==> src/rtl/sha3_padder.sv <==
// sha3_padder
// Packs a byte-serial message into 136-bit words (17 bytes each) and applies
// SHA3 pad10*1 with a domain suffix. The padded output is always a whole number
// of 8-word (1088-bit) rate blocks. Word 0 of each block is emitted first.
//
// Ports
//   scan_clk    : clock, all state on the rising edge
//   reset       : asynchronous, active-high reset
//   din         : message byte
//   din_valid   : din/din_last/din_empty valid this cycle
//   din_last    : final beat of the message
//   din_empty   : with din_last, the beat carries no data byte
//   din_ready   : beat accepted when din_valid && din_ready
//   word_out    : packed word, byte k at bits [8k+7:8k]
//   word_valid  : word_out valid
//   word_ready  : word accepted when word_valid && word_ready
//   block_end   : with word_valid, this is word 7 of a block
//   msg_end     : with word_valid, this is the final word of the padded message
//   dbg_state   : current FSM state (FILL=0, PAD=1, EMIT=2)
//
// Handshakes: a transfer happens on a rising edge where valid && ready are both
// high. A producer holding valid keeps its payload stable until that edge. Both
// din_ready and word_valid are decoded from registered state only, so neither
// depends combinationally on the other side's valid/ready.
module sha3_padder #(
  parameter int         WORD_BYTES      = 17,
  parameter int         WORDS_PER_BLOCK = 8,
  parameter logic [7:0] DSUFFIX         = 8'h06
) (
  input  logic                    scan_clk,
  input  logic                    reset,
  input  logic [7:0]              din,
  input  logic                    din_valid,
  input  logic                    din_last,
  input  logic                    din_empty,
  output logic                    din_ready,
  output logic [8*WORD_BYTES-1:0] word_out,
  output logic                    word_valid,
  input  logic                    word_ready,
  output logic                    block_end,
  output logic                    msg_end,
  output logic [1:0]              dbg_state
);

  localparam int W    = 8 * WORD_BYTES;
  localparam int BC_W = (WORD_BYTES > 1) ? $clog2(WORD_BYTES) : 1;
  localparam int WC_W = (WORDS_PER_BLOCK > 1) ? $clog2(WORDS_PER_BLOCK) : 1;
  localparam logic [BC_W-1:0] LAST_BYTE = BC_W'(WORD_BYTES - 1);
  localparam logic [WC_W-1:0] LAST_WORD = WC_W'(WORDS_PER_BLOCK - 1);

  typedef enum logic [1:0] {
    ST_FILL = 2'd0,
    ST_PAD  = 2'd1,
    ST_EMIT = 2'd2
  } state_t;

  state_t            state_q,       state_d;
  logic [W-1:0]      word_q,        word_d;
  logic [BC_W-1:0]   byte_cnt_q,    byte_cnt_d;
  logic [WC_W-1:0]   word_cnt_q,    word_cnt_d;
  // Last data byte filled its word: DSUFFIX still has to go at byte 0 of the
  // next word once the current one has been handed off.
  logic              pad_pending_q, pad_pending_d;
  // DSUFFIX already placed; the remaining words of the block are synthesised
  // without consuming input.
  logic              gen_q,         gen_d;
  // The word currently held is the final word of the padded message.
  logic              msg_end_q,     msg_end_d;
  // Holds din_ready low until the first edge after reset is released.
  logic              started_q;

  logic              din_accept;
  logic              word_accept;

  assign din_ready   = started_q && (state_q == ST_FILL);
  assign din_accept  = din_valid && din_ready;
  assign word_valid  = (state_q == ST_EMIT);
  assign word_accept = word_valid && word_ready;
  assign word_out    = word_q;
  assign block_end   = word_valid && (word_cnt_q == LAST_WORD);
  assign msg_end     = word_valid && msg_end_q;
  assign dbg_state   = state_q;

  always_ff @(posedge scan_clk or posedge reset) begin
    if (reset) begin
      state_q       <= ST_FILL;
      word_q        <= '0;
      byte_cnt_q    <= '0;
      word_cnt_q    <= '0;
      pad_pending_q <= 1'b0;
      gen_q         <= 1'b0;
      msg_end_q     <= 1'b0;
      started_q     <= 1'b0;
    end else begin
      state_q       <= state_d;
      word_q        <= word_d;
      byte_cnt_q    <= byte_cnt_d;
      word_cnt_q    <= word_cnt_d;
      pad_pending_q <= pad_pending_d;
      gen_q         <= gen_d;
      msg_end_q     <= msg_end_d;
      started_q     <= 1'b1;
    end
  end

  always_comb begin
    state_d       = state_q;
    word_d        = word_q;
    byte_cnt_d    = byte_cnt_q;
    word_cnt_d    = word_cnt_q;
    pad_pending_d = pad_pending_q;
    gen_d         = gen_q;
    msg_end_d     = msg_end_q;

    case (state_q)
      ST_FILL: begin
        if (din_accept) begin
          if (din_last && din_empty) begin
            // Length known after the last byte: pad at the current position.
            state_d = ST_PAD;
          end else if (din_empty) begin
            // din_empty without din_last carries nothing; swallow the beat.
            state_d = ST_FILL;
          end else begin
            for (int k = 0; k < WORD_BYTES; k++) begin
              if (BC_W'(k) == byte_cnt_q) word_d[8*k +: 8] = din;
            end
            if (byte_cnt_q == LAST_BYTE) begin
              state_d       = ST_EMIT;
              pad_pending_d = din_last;
            end else begin
              byte_cnt_d = byte_cnt_q + 1'b1;
              if (din_last) state_d = ST_PAD;
            end
          end
        end
      end

      ST_PAD: begin
        // DSUFFIX at the pad position, zeros above it; the block's final byte
        // also carries the closing 0x80 (giving 0x86 when both coincide).
        for (int k = 0; k < WORD_BYTES; k++) begin
          if (BC_W'(k) == byte_cnt_q)     word_d[8*k +: 8] = DSUFFIX;
          else if (BC_W'(k) > byte_cnt_q) word_d[8*k +: 8] = 8'h00;
        end
        if (word_cnt_q == LAST_WORD) begin
          word_d[W-1 -: 8] = word_d[W-1 -: 8] | 8'h80;
          msg_end_d        = 1'b1;
          gen_d            = 1'b0;
        end else begin
          msg_end_d = 1'b0;
          gen_d     = 1'b1;
        end
        pad_pending_d = 1'b0;
        state_d       = ST_EMIT;
      end

      ST_EMIT: begin
        if (word_accept) begin
          word_d     = '0;
          byte_cnt_d = '0;
          word_cnt_d = (word_cnt_q == LAST_WORD) ? '0 : word_cnt_q + 1'b1;
          if (msg_end_q) begin
            state_d   = ST_FILL;
            msg_end_d = 1'b0;
            gen_d     = 1'b0;
          end else if (pad_pending_q) begin
            state_d = ST_PAD;
          end else if (gen_q) begin
            // Padding filler: all zero except the block's last word.
            state_d = ST_EMIT;
            if (word_cnt_d == LAST_WORD) begin
              word_d[W-1 -: 8] = 8'h80;
              msg_end_d        = 1'b1;
            end
          end else begin
            state_d = ST_FILL;
          end
        end
      end

      default: begin
        state_d = ST_FILL;
      end
    endcase
  end

endmodule
==> config.mk <==
export PLATFORM = sky130hd
export DESIGN_NAME = sha3_padder
export DESIGN_NICKNAME = d
export VERILOG_FILES = /design/src/rtl/sha3_padder.sv
export SDC_FILE = /design/constraint.sdc
export NUM_CORES = 1
export LEC_CHECK = 0
export CAP_MARGIN = 20
export CORE_ASPECT_RATIO = 1.5
export CORE_UTILIZATION = 51
export CTS_CLUSTER_SIZE = 8
export DETAILED_ROUTE_END_ITERATION = 8
export PLACE_DENSITY = 0.78
export SYNTH_ARGS = -nofsm -noshare
export SYNTH_HDL_FRONTEND = slang
export SYNTH_SLANG_ARGS = --single-unit
==> constraint.sdc <==
create_clock -name scan_clk -period 5.2 [get_ports scan_clk]
set_input_delay 0.52 -clock scan_clk [delete_from_list [all_inputs] [get_ports scan_clk]]
set_output_delay 0.52 -clock scan_clk [all_outputs]
set_load 0.01 [all_outputs]
==> impl_metrics.ini <==
[synth]
netlist.top_cell.by_area = dfrtp_1
synth.distinct_cells = 53
synthesis.area_um2 = 6852
synth_nets = 551
synth_ff_type = dfrtp_1
synth.area.top_cells = dfrtp_1 (55%), mux2_2 (20%), o21ai_0 (2.6%)
ys_warn_count = 0
avgSynthCellArea_um2 = 12.98
syn_inst = 528
yosysSeqAreaShare_pct = 54.78
synth_seq_cells = 150
async_flop_share_pct = 100.0
synth_top_cell_area_share_pct = 54.78
synth_edf_count = 0

[layout]
nets = 705
diodes = 0
area.growth.synth_to_final_pct = 33.55
layout_commonest_cell = clkdlybuf4s50_1
fin_cells = 854
drive_above_1_share_pct = 27.48
most-common-layout-cells = clkdlybuf4s50_1 (155), dfrtp_1 (150), mux2_2 (121), o21ai_0 (35), nand2_1 (30)
num-fill-cells = 943

[placed_design]
numPlacedInstances = 821
place.gp.congestion = 0.8900
post-place-ws_ns = 2.040
port_buffers = 155
dp_hpwl_um = 12620

[sta]
worst_slew_pin_slew_ns = 1.137
fin_setup_tns_ns = 0
post-route-period-util_pct = 61.69
setup_violations = 0
clock_skew_ns = 0.009156
final-max-slew-violation-count = 0
setup_ws_ns = 1.992
rsz0062_at_grt = no
hold_viol = 0
slew-limit-headroom_pct = 24.22
fmax_mhz = 311.7
fin_crit_ns = 3.208

[worst_setup_path]
critPathBufInv = 1
crit_arrival_ns = 3.50
crit_family = compound AO/OA/AOI/OAI gates
worstPathRequired_ns = 5.50
critPathLaunchType = flip-flop
cp_cell_sequence = inv_1 -> ha_1 -> a211o_1 -> a221o_1 -> mux2_4
cpPeakStageDelay_ns = 0.99
endpoint_kind = flip-flop
critical_path_class = flip-flop to flip-flop
crit_path_max_fanout = 19
cp_slowest_cell = a211o_1

[power]
power.density_nw_per_um2 = 734.0
p_leak_nw = 4.010
vdd_drop_max_uv = 403.9

[global_route]
grt-ovfl-total = 0
grt_pass1_wl_um = 28970
grtUsageTotal_pct = 27.05
grt_pass1_vias = 5264
grt_max_degree = 114
antenna_found_initial = 0

[clock_network]
htree_levels = 4
tritoncts = built
clk_latency_ns = 0.42
numClockSinks = 150
clk_pin_slew_ns = 0.07
postCtsHoldBufs = 0
cts_root_buf = clkbuf_16
cts_setup_buffers = 0
cts.repair.resized = 0
cts_buffer_depth = 2
cts_buffers = 17

[route]
dr.pass1.iters = 6
drtIter0Drc = 190
ant_nets = 0
drt_wl_total_um = 18280
routed_via_density = 5.767
route.detailed.drc = 0
wl_per_cell_um = 21.41
vias = 4925

[job]
maxCapViolCount = 0

[floorplan]
die_h_um = 144.0
io_pins = 156
core_region_area_um2 = 13020
dieWidth_um = 96.64
dieArea_um2 = 13910
start_util_pct = 52.63
rows = 51

[run_status]
outcome = finished clean

[hold_path]
min_path_type = input pin to async pin
[worst paths after layout]
| path | startpoint | endpoint | slack [ns] | cells past startpoint |
|---|---|---|---|---|
| setup reg to reg | dbg_state[0] | word_out[43] | 1.99 | 5 |
| hold / removal | reset | word_out[116] | 0.38 | 2 |
| hold reg to reg | word_out[65] | word_out[65] | 0.48 | 1 |
| setup / recovery | dbg_state[0] | word_out[43] | 1.99 | 5 |
| min in group scan_clk | word_out[65] | word_out[65] | 0.48 | 1 |
| max in group asynchronous | reset | word_out[77] | 3.58 | 4 |
[state kept, by name (all words and copies together) (netlist names)]
register       flops
pad_pending_q      1
started_q          1
msg_end_q          1
byte_cnt_q         5
word_out         136
word_cnt_q         3
dbg_state          2
gen_q              1
[power breakdown]
part / switching (mW) / total [mW] / internal, mW
Combinational: 1.64 / 3.49 / 1.85
Sequential: 0.329 / 2.01 / 1.68
Clock: 0.555 / 1.21 / 0.658
Total: 2.52 / 6.72 / 4.19
[logic make-up (layout without fill, tap and decap cells)]
logic type	after synthesis	count (layout)	synth area share [%]
compound gates	91	91	9.460
fa+ha+maj	9	9	1.644
buf+inv	38	205	2.447
flops	150	150	54.78
mux	140	140	23.41
other cells	1	1	0.05473
simple gates	99	99	8.199
[layout make-up]
type / instances / area (um2) / area share [%]
Sequential cell: 150 / 3754 / 41.02
Multi-Input combinational cell: 340 / 2930 / 32.03
Timing Repair Buffer: 163 / 1632 / 17.83
Clock buffer: 18 / 439.2 / 4.800
Tap cell: 159 / 198.9 / 2.174
Clock inverter: 14 / 153.9 / 1.682
Inverter: 10 / 42.54 / 0.4649
[synthesized netlist by cell type (2+ instances only)]
| cell | n |
|---|---|
| ha_1 | 9 |
| mux2_4 | 8 |
| o21ai_1 | 3 |
| clkbuf_1 | 16 |
| and2_1 | 4 |
| a21o_1 | 3 |
| nand3_1 | 7 |
| o31ai_1 | 4 |
| nand2_1 | 30 |
| nor2_1 | 11 |
| a211oi_1 | 2 |
| nand3b_1 | 3 |
| o211ai_1 | 4 |
| o21ai_0 | 35 |
| a31oi_1 | 6 |
| a32oi_1 | 2 |
| nor3_2 | 2 |
| nor2b_1 | 12 |
| buf_1 | 2 |
| nand2b_1 | 7 |
| inv_1 | 10 |
| dfrtp_1 | 150 |
| a41oi_1 | 2 |
| o21ai_2 | 3 |
| mux2_1 | 9 |
| mux2_2 | 121 |
| buf_2 | 8 |
| mux2i_1 | 2 |
| a21oi_4 | 6 |
| or3_1 | 3 |
| a2bb2oi_1 | 2 |
| nor2_4 | 3 |
| a211o_1 | 2 |
| a21oi_1 | 10 |
| buf_6 | 2 |
| nand4_1 | 7 |
| a21oi_2 | 2 |
[per-layer routing]
metal	track usage, %	part of all wire (%)
met1	30.19	37
met2	49.37	55
met3	6.274	4.5
met4	11.47	3.3
met5	0	0
[per-stage QoR]
stage               util, %  cell area [um2]  power, mW  hold WS, ns
floorplan                 -             6852      4.012       0.4538
global placement      65.52             8529      5.387       0.4701
detailed placement    65.52             8529      5.501       0.4737
CTS                   70.08             9123      6.753       0.4893
global route          70.29             9150      7.059       0.3894
finish                70.29             9150      6.716       0.3783
(Power assumes the default switching activity.)
